<file path="src/rtl/uart_tx_pkg.sv">
// Shared types and constants for the UART transmit controller.
// Frame states use a 3-bit binary encoding.
package uart_tx_pkg;

    localparam int unsigned DEFAULT_DATA_WIDTH = 8;
    localparam logic        LINE_IDLE          = 1'b1;

    typedef enum logic [2:0] {
        IDLE   = 3'd0,
        START  = 3'd1,
        DATA   = 3'd2,
        PARITY = 3'd3,
        STOP   = 3'd4
    } tx_state_e;

endpackage

</file>
<file path="src/rtl/uart_tx_ctrl_if.sv">
// Handshake and line signals between the parity stage / host and the TX controller.
interface uart_tx_ctrl_if
    import uart_tx_pkg::*;
#(
    parameter int unsigned DATA_WIDTH = DEFAULT_DATA_WIDTH
);
    logic [DATA_WIDTH-1:0] p_data;
    logic                  data_valid;
    logic                  par_en;
    logic                  par_bit;
    logic                  tx_out;
    logic                  busy;
    logic                  free;

    modport master (
        output p_data,
        output data_valid,
        output par_en,
        output par_bit,
        input  tx_out,
        input  busy,
        input  free
    );

    modport slave (
        input  p_data,
        input  data_valid,
        input  par_en,
        input  par_bit,
        output tx_out,
        output busy,
        output free
    );
endinterface

</file>
<file path="src/rtl/uart_tx_serializer.sv">
// Payload shift register (LSB first) and bit counter for one UART frame.
module uart_tx_serializer #(
    parameter int unsigned DATA_WIDTH = 8
) (
    input  logic                  clk,
    input  logic                  rst,
    input  logic                  i_load,
    input  logic                  i_shift,
    input  logic [DATA_WIDTH-1:0] i_data,
    output logic                  o_ser_bit,
    output logic                  o_ser_done
);
    localparam int unsigned CNT_W = $clog2(DATA_WIDTH) + 1;

    logic [DATA_WIDTH-1:0] r_shift;
    logic [CNT_W-1:0]      r_cnt;

    always_ff @(posedge clk or negedge rst) begin
        if (!rst) begin
            r_shift <= '0;
            r_cnt   <= '0;
        end else if (i_load) begin
            r_shift <= i_data;
            r_cnt   <= '0;
        end else if (i_shift) begin
            r_shift <= r_shift >> 1;
            r_cnt   <= r_cnt + 1'b1;
        end
    end

    // Counter reaches DATA_WIDTH once the last payload bit has been placed on the line.
    assign o_ser_bit  = r_shift[0];
    assign o_ser_done = (r_cnt == CNT_W'(DATA_WIDTH));

endmodule

</file>
<file path="src/rtl/uart_tx_ctrl.sv">
// UART TX framing FSM: start, LSB-first data, optional parity, stop.
// Line bit and busy are registered from the next state so they change on state entry.
module uart_tx_ctrl
    import uart_tx_pkg::*;
#(
    parameter int unsigned DATA_WIDTH = DEFAULT_DATA_WIDTH
) (
    input  logic           clk,
    input  logic           rst,
    uart_tx_ctrl_if.slave  bus
);
    tx_state_e r_state;
    tx_state_e w_state_d;

    logic r_par_en;
    logic r_tx;
    logic r_busy;

    logic w_free;
    logic w_accept;
    logic w_shift;
    logic w_ser_bit;
    logic w_ser_done;
    logic w_tx_d;

    assign w_free   = (r_state == IDLE) || (r_state == STOP);
    assign w_accept = bus.data_valid && w_free;
    assign w_shift  = (w_state_d == DATA);

    uart_tx_serializer #(
        .DATA_WIDTH(DATA_WIDTH)
    ) u_ser (
        .clk        (clk),
        .rst        (rst),
        .i_load     (w_accept),
        .i_shift    (w_shift),
        .i_data     (bus.p_data),
        .o_ser_bit  (w_ser_bit),
        .o_ser_done (w_ser_done)
    );

    always_ff @(posedge clk or negedge rst) begin
        if (!rst) begin
            r_state <= IDLE;
        end else begin
            r_state <= w_state_d;
        end
    end

    always_comb begin
        w_state_d = r_state;
        case (r_state)
            IDLE:    if (w_accept) w_state_d = START;
            START:   w_state_d = DATA;
            DATA:    if (w_ser_done) w_state_d = r_par_en ? PARITY : STOP;
            PARITY:  w_state_d = STOP;
            STOP:    w_state_d = w_accept ? START : IDLE;
            default: w_state_d = IDLE;
        endcase
    end

    always_comb begin
        w_tx_d = LINE_IDLE;
        case (w_state_d)
            START:   w_tx_d = 1'b0;
            DATA:    w_tx_d = w_ser_bit;
            PARITY:  w_tx_d = bus.par_bit;
            default: w_tx_d = LINE_IDLE;
        endcase
    end

    always_ff @(posedge clk or negedge rst) begin
        if (!rst) begin
            r_tx     <= LINE_IDLE;
            r_busy   <= 1'b0;
            r_par_en <= 1'b0;
        end else begin
            r_tx   <= w_tx_d;
            r_busy <= (w_state_d != IDLE);
            if (w_accept) begin
                r_par_en <= bus.par_en;
            end
        end
    end

    assign bus.tx_out = r_tx;
    assign bus.busy   = r_busy;
    assign bus.free   = w_free;

endmodule

</file>
<file path="src/flat_wrapper.sv">
// flat-port wrapper written by rule: the top's interface ports become plain ports
module uart_tx_ctrl_flat import uart_tx_pkg::*;
#(
    parameter int unsigned DATA_WIDTH = DEFAULT_DATA_WIDTH
)
  (clk, rst, bus_p_data, bus_data_valid, bus_par_en, bus_par_bit, bus_tx_out, bus_busy, bus_free);
  uart_tx_ctrl_if #(.DATA_WIDTH(DATA_WIDTH)) bus_i ();
  input  logic clk;
  input  logic rst;
  input wire logic [$bits(bus_i.p_data)-1:0] bus_p_data;
  input wire logic [$bits(bus_i.data_valid)-1:0] bus_data_valid;
  input wire logic [$bits(bus_i.par_en)-1:0] bus_par_en;
  input wire logic [$bits(bus_i.par_bit)-1:0] bus_par_bit;
  output wire logic [$bits(bus_i.tx_out)-1:0] bus_tx_out;
  output wire logic [$bits(bus_i.busy)-1:0] bus_busy;
  output wire logic [$bits(bus_i.free)-1:0] bus_free;
  assign bus_i.p_data = bus_p_data;
  assign bus_i.data_valid = bus_data_valid;
  assign bus_i.par_en = bus_par_en;
  assign bus_i.par_bit = bus_par_bit;
  assign bus_tx_out = bus_i.tx_out;
  assign bus_busy = bus_i.busy;
  assign bus_free = bus_i.free;
  uart_tx_ctrl #(.DATA_WIDTH(DATA_WIDTH)) u_core (.clk(clk), .rst(rst), .bus(bus_i));
endmodule
</file>
<file path="config.mk">
export PLATFORM = sky130hd
export DESIGN_NAME = uart_tx_ctrl_flat
export DESIGN_NICKNAME = d
export VERILOG_FILES = /design/src/rtl/uart_tx_pkg.sv /design/src/rtl/uart_tx_ctrl_if.sv /design/src/rtl/uart_tx_serializer.sv /design/src/rtl/uart_tx_ctrl.sv /design/src/flat_wrapper.sv
export SDC_FILE = /design/constraint.sdc
export NUM_CORES = 1
export LEC_CHECK = 0
export CAP_MARGIN = 25
export CORE_UTILIZATION = 52
export DETAILED_ROUTE_END_ITERATION = 8
export DONT_BUFFER_PORTS = 1
export PLACE_DENSITY = 0.7
export RECOVER_POWER = 25
export SYNTH_ARGS = -nofsm -noshare
export SYNTH_HDL_FRONTEND = slang
export SYNTH_SLANG_ARGS = --single-unit
export TNS_END_PERCENT = 100
</file>
<file path="constraint.sdc">
create_clock -name clk -period 1.55 [get_ports clk]
set_clock_uncertainty 0.1 [all_clocks]
set_input_delay 0.155 -clock clk [delete_from_list [all_inputs] [get_ports clk]]
set_output_delay 0.155 -clock clk [all_outputs]
set_load 0.05 [all_outputs]
</file>
Word level (Yosys, flattened, before mapping). Cells that the tools add are included.

Order comparisons: 0. Reductions and logical operators: 5. Shift-type cells: 0. Multiplexer cells: 10. Add/subtract/negate cells: 1. Equality and inequality tests: 8. Multipliers: 0. Bitwise operators: 0. Div/mod/pow operators: 0.

Operator list (count): $mux W8 (2); $pmux W3 S5 (1); $eq A3 B2 Y1 const B (4); $mux W3 (3); $mux W4 (2); $eq A3 B1 Y1 const B (2); $add A4 B1 Y4 const B (1); $eq A4 B4 Y1 const B (1); $eq A3 B3 Y1 const B (1); $logic_not A3 Y1 (1); $pmux W1 S3 (1); $reduce_bool A3 Y1 (1); $reduce_bool A2 Y1 (1); $logic_and A1 B1 Y1 (1); $logic_or A1 B1 Y1 (1); $mux W1 (1).

Memory bits (read-only): 0. Memories kept: 0. Bits of input ports: 13. Flip-flop bits (word level): 18. Latch bits: 0. Bits in writable memories: 0. Logic and storage cells: 30.

Longest topological paths before layout.
Word-level depth: 8. Mapped depth: 6.

Hierarchy. A second synthesis with hierarchy kept.

Cells, all modules: 83. Area total of the unflattened synthesis: 864.6 µm².

Modules (own cells, without submodules): uart_tx_serializer (instances 1, seq. area each 300.3 µm², area an instance 586.8 µm², cells an instance 56); uart_tx_ctrl (instances 1, seq. area each 151.4 µm², area an instance 277.8 µm², cells an instance 27).

Least setup slack after synthesis. OpenSTA, ideal clock, no wires.

Path type: reg-to-reg. Start point: reg u_core.r_state[0]. End point: reg u_core.u_ser.r_cnt[3]. Data required time: 1.317 ns. Arrival time: 1.595 ns. Cell stages (with the launch flop): 5. Buffers on the path: 1. Setup time: 0.133 ns. Slack: -0.278 ns. Cell sequence: dfrtp_1 > clkbuf_2 > nor2_1 > a21boi_0 > a311oi_1.

Longest elaborated chain between the ends: 7. Elaborated cells between the ends (all ways): 14.

RTL lines: start, declared (RTL line uart_tx_ctrl.sv:12) `tx_state_e r_state;`; start signal, assigned (RTL line uart_tx_ctrl.sv:46) `r_state <= w_state_d;`; $eq A3 B3 Y1 or $logic_not A3 Y1 (tied branches) (RTL line uart_tx_ctrl.sv:26) `assign w_free = (r_state == IDLE) || (r_state == STOP);`; $logic_or A1 B1 Y1 (*) (RTL line uart_tx_ctrl.sv:26); net bus_free (RTL line flat_wrapper.sv:16) `output wire logic [$bits(bus_i.free)-1:0] bus_free;`; $logic_and A1 B1 Y1 (*) (RTL line uart_tx_ctrl.sv:27) `assign w_accept = bus.data_valid && w_free;`; $mux W1 or $mux W3 (tied branches) (RTL line uart_tx_ctrl.sv:57, uart_tx_ctrl.sv:53); $pmux W3 S5 (RTL line uart_tx_ctrl.sv:52) `case (r_state)`; $eq A3 B2 Y1 (RTL line uart_tx_ctrl.sv:28) `assign w_shift = (w_state_d == DATA);`; $reduce_bool A2 Y1 (no source line); end signal, assigned (RTL line uart_tx_serializer.sv:27) `r_cnt <= r_cnt + 1'b1;`; end, declared (RTL line uart_tx_serializer.sv:16) `logic [CNT_W-1:0] r_cnt;`.

The timed path passes the listed nets; every way through them passes the cells marked *. A chain may end at the register's enable or synchronous reset.

Worst setup path in the final report.
Start point: reg u_core.u_ser.r_cnt[0]. End point: reg u_core.u_ser.r_cnt[2].

Longest elaborated chain between the ends: 5. Elaborated cells between the ends (all ways): 8.

RTL lines: $eq A4 B4 Y1 (RTL line uart_tx_serializer.sv:33) `assign o_ser_done = (r_cnt == CNT_W'(DATA_WIDTH));`; $mux W3 (RTL line uart_tx_ctrl.sv:55) `DATA: if (w_ser_done) w_state_d = r_par_en ? PARITY : STOP;`; $pmux W3 S5 (RTL line uart_tx_ctrl.sv:52); $eq A3 B2 Y1 (RTL line uart_tx_ctrl.sv:28); $reduce_bool A2 Y1 (no source line).

Several ways; a longest one is shown, not always the timed one. The select of a mux whose other input is x is not followed.

==> flow_summary.toml <==
[run_status]
status = "finished with violations"
violations = "negative setup slack"

[placed_design]
dp_hpwl_mm = 1.61
gp_congestion = 0.916
placed_area_um2 = 1160
port_buffers = 0
dp_worst_setup_slack_ns = -0.154

[timing]
rsz0062_at_grt = "true"
finalSetupViolations = 13
drv_slew = 0
worstMarginPinSlew_ns = 0.824
finalCritPeriodShare_pct = 112
final.min_clock_period_ns = 1.73
setup_ws_ns = -0.180
hold_viol_final = 0
fmax_mhz = 578
relSlewSlack_pct = 44.9
holdWs_ns = 0.0408

[hold_path]
hold_path_startpoint = "bus_data_valid"
min_path_type = "in2reg"

[cts]
clock_path_buffers = 2
worstSkewPairLatency_ns = 0.29
cts-root-buf = "clkbuf_4"
h-tree-depth = 1
cts.sinks = 18
cts_buffers = 3
cts_tree = "built"
path_clk_slew_ns = 0.09

[job]
drv_cap = 0

[cells_and_area]
sequential_cell_area_um2 = 454
areaGrowthSynthToFinish_pct = 32.6
multiInputGateArea_um2 = 584
finalCoreUtilization_pct = 75.7
drive_gt1_share_pct = 37.4
layout.nets = 139
fin_area_um2 = 1350
n_antenna_cell = 0
fillers = 133

[logic_synthesis]
syn_inst = 99
synth_cell_types = 32
ys_ff_latch = 18
yosys.area.top_type = "dfrtp_1"
synthTopCellsByArea = "dfrtp_1 42%, nand3b_1 11%, a221o_1 6.9%"
synth_top_cell_area_share_pct = 41.8
synth.cell_area_um2 = 1020
syn_avg_cell_area_um2 = 10.3
yosysWarnings = 0
ys_seq_area_share_pct = 44.3
synth_fp_nets = 114

[die]
ios = 16
die_w_um = 46.3
initial_utilization_pct = 57.1
placementRows = 15
die_area_um2 = 2140
fp.dieH_um = 46.3
fp.coreArea_um2 = 1780

[global_route]
grt_pass1_vias = 853
antenna_found_initial = 0
grt_pass1_wl_mm = 3.95
grt.overflow.total = 0
gr-usage-all-layers_pct = 26.6
grt_max_degree = 19

[setup_path]
r2r_start = "u_core.u_ser.r_cnt[0]"
cp_max_fo = 4
cp-end-kind = "flip-flop"
critPathKind = "reg2reg"
worst-endpoint-arrival_ns = 1.82
r2r_setup_slack_ns = -0.18
crit_start = "u_core.u_ser.r_cnt[0]"
startpoint_type = "flip-flop"
cp_data_required_time_ns = 1.64

[power_and_ir_drop]
peakVddDrop_v = 0.00116
power_density_nw_per_um2 = 2000
p_leak_nw = 0.584

[drt]
vias_per_cell = 6.24
dr_total_vias = 923
antenna_left = 0
totalWireLength_mm = 2.65
wire_per_inst_um = 17.9
first_pass_iters = 4
drt_iter0_markers = 43
drc = 0
[flip-flops by register name (all words and copies together) (netlist names)]
register,flops
u_core.u_ser.r_shift,8
u_core.u_ser.r_cnt,4
u_core.r_state,3
u_core.bus.busy,1
u_core.bus.tx_out,1
u_core.r_par_en,1
[where the power goes]
group          internal (mW)  leakage, nW  total [mW]  switching, mW
clock                  0.100       0.0150       0.243          0.143
sequential             0.698        0.221       0.976          0.278
combinational          0.777        0.348        1.48          0.702
[cells in the mapped netlist, drive strengths merged]
master / instances
xor2: 1
o21ai: 3
nand2: 6
mux2i: 2
a21oi: 11
and2: 1
a32oi: 1
o21bai: 1
o221a: 1
and3b: 1
a32o: 1
or3b: 2
ha: 2
a211oi: 1
nor3b: 3
nor4bb: 2
and4b: 1
nor2: 2
or3: 1
a311oi: 1
buf: 2
clkbuf: 5
dfstp: 1
a221o: 7
a21boi: 1
inv: 6
nand3b: 15
dfrtp: 17
a22o: 1
[path summary, 6_finish.rpt]
kind | to | cells past startpoint
max | u_core.u_ser.r_cnt[2] | 6
min | u_core.u_ser.r_cnt[3] | 3
max reg2reg | u_core.u_ser.r_cnt[2] | 6
min reg2reg | u_core.u_ser.r_shift[3] | 1
max in group asynchronous | u_core.r_state[1] | 1
min in group asynchronous | u_core.u_ser.r_shift[7] | 1
[metrics by stage]
step           instances  total power [mW]  setup TNS (ns)
2_1_floorplan         99              1.75          -0.641
3_3_place_gp         135              2.12          -0.366
3_5_place_dp         135              2.16          -0.885
4_1_cts              146              2.51          -0.295
5_1_grt              148              2.88           -1.88
6_report             148              2.70           -1.14
[critical path: stages (launching register included)]
cell and delay, ns:
dfrtp_1 0.38, buf_4 0.12, buf_4 0.12, ha_1 0.17, nor4bb_2 0.48, a21oi_4 0.05, mux2i_1 0.22
[logic make-up (layout without fill, tap and decap cells)]
kind of cell	after synthesis	after routing	share of synthesized area, %
AND/OR/NAND/NOR	34	34	24.1
AO/OA/AOI/OAI	29	29	21.1
flip-flops	18	18	44.3
buffers and inverters	13	37	5.16
adder cells (fa/ha/maj)	2	2	2.46
multiplexers	2	2	1.97
XOR/XNOR	1	1	0.860
[layout make-up]
type | instances | share of cell area [%]
Multi-Input combinational cell | 68 | 43.3
Timing Repair Buffer | 27 | 17.1
Sequential cell | 18 | 33.6
Inverter | 6 | 1.67
Tap cell | 25 | 2.32
Clock buffer | 4 | 1.95
[layout by cell type (no fill, tap or decap), drive strengths merged, types with 2 or more instances in the layout]
cell / n
nand2: 6
or3b: 2
dfrtp: 17
a21oi: 11
a221o: 7
nor4bb: 2
dlygate4sd3: 4
mux2i: 2
inv: 6
nor3b: 3
nand3b: 15
o21ai: 3
ha: 2
buf: 23
clkbuf: 4
nor2: 2
[what timing repair did]
item / 4_1_cts / 5_1_grt
resized for setup: 12 / 14
setup buffers: 3 / 2
endpoints found under the setup margin: 12 / 16
hold endpoints to repair: 21 / 0
hold buffers: 4 / 0
pin swaps: 3 / 5
[layer usage]
layer	GRT usage (%)	routed length [um]	up-vias
met3	6.27	176	6
met2	39.4	1280	47
met5	0	0	-
li1	-	-	424
met1	37.9	1150	446
met4	8.24	48	0
(Power assumes the default switching activity.)
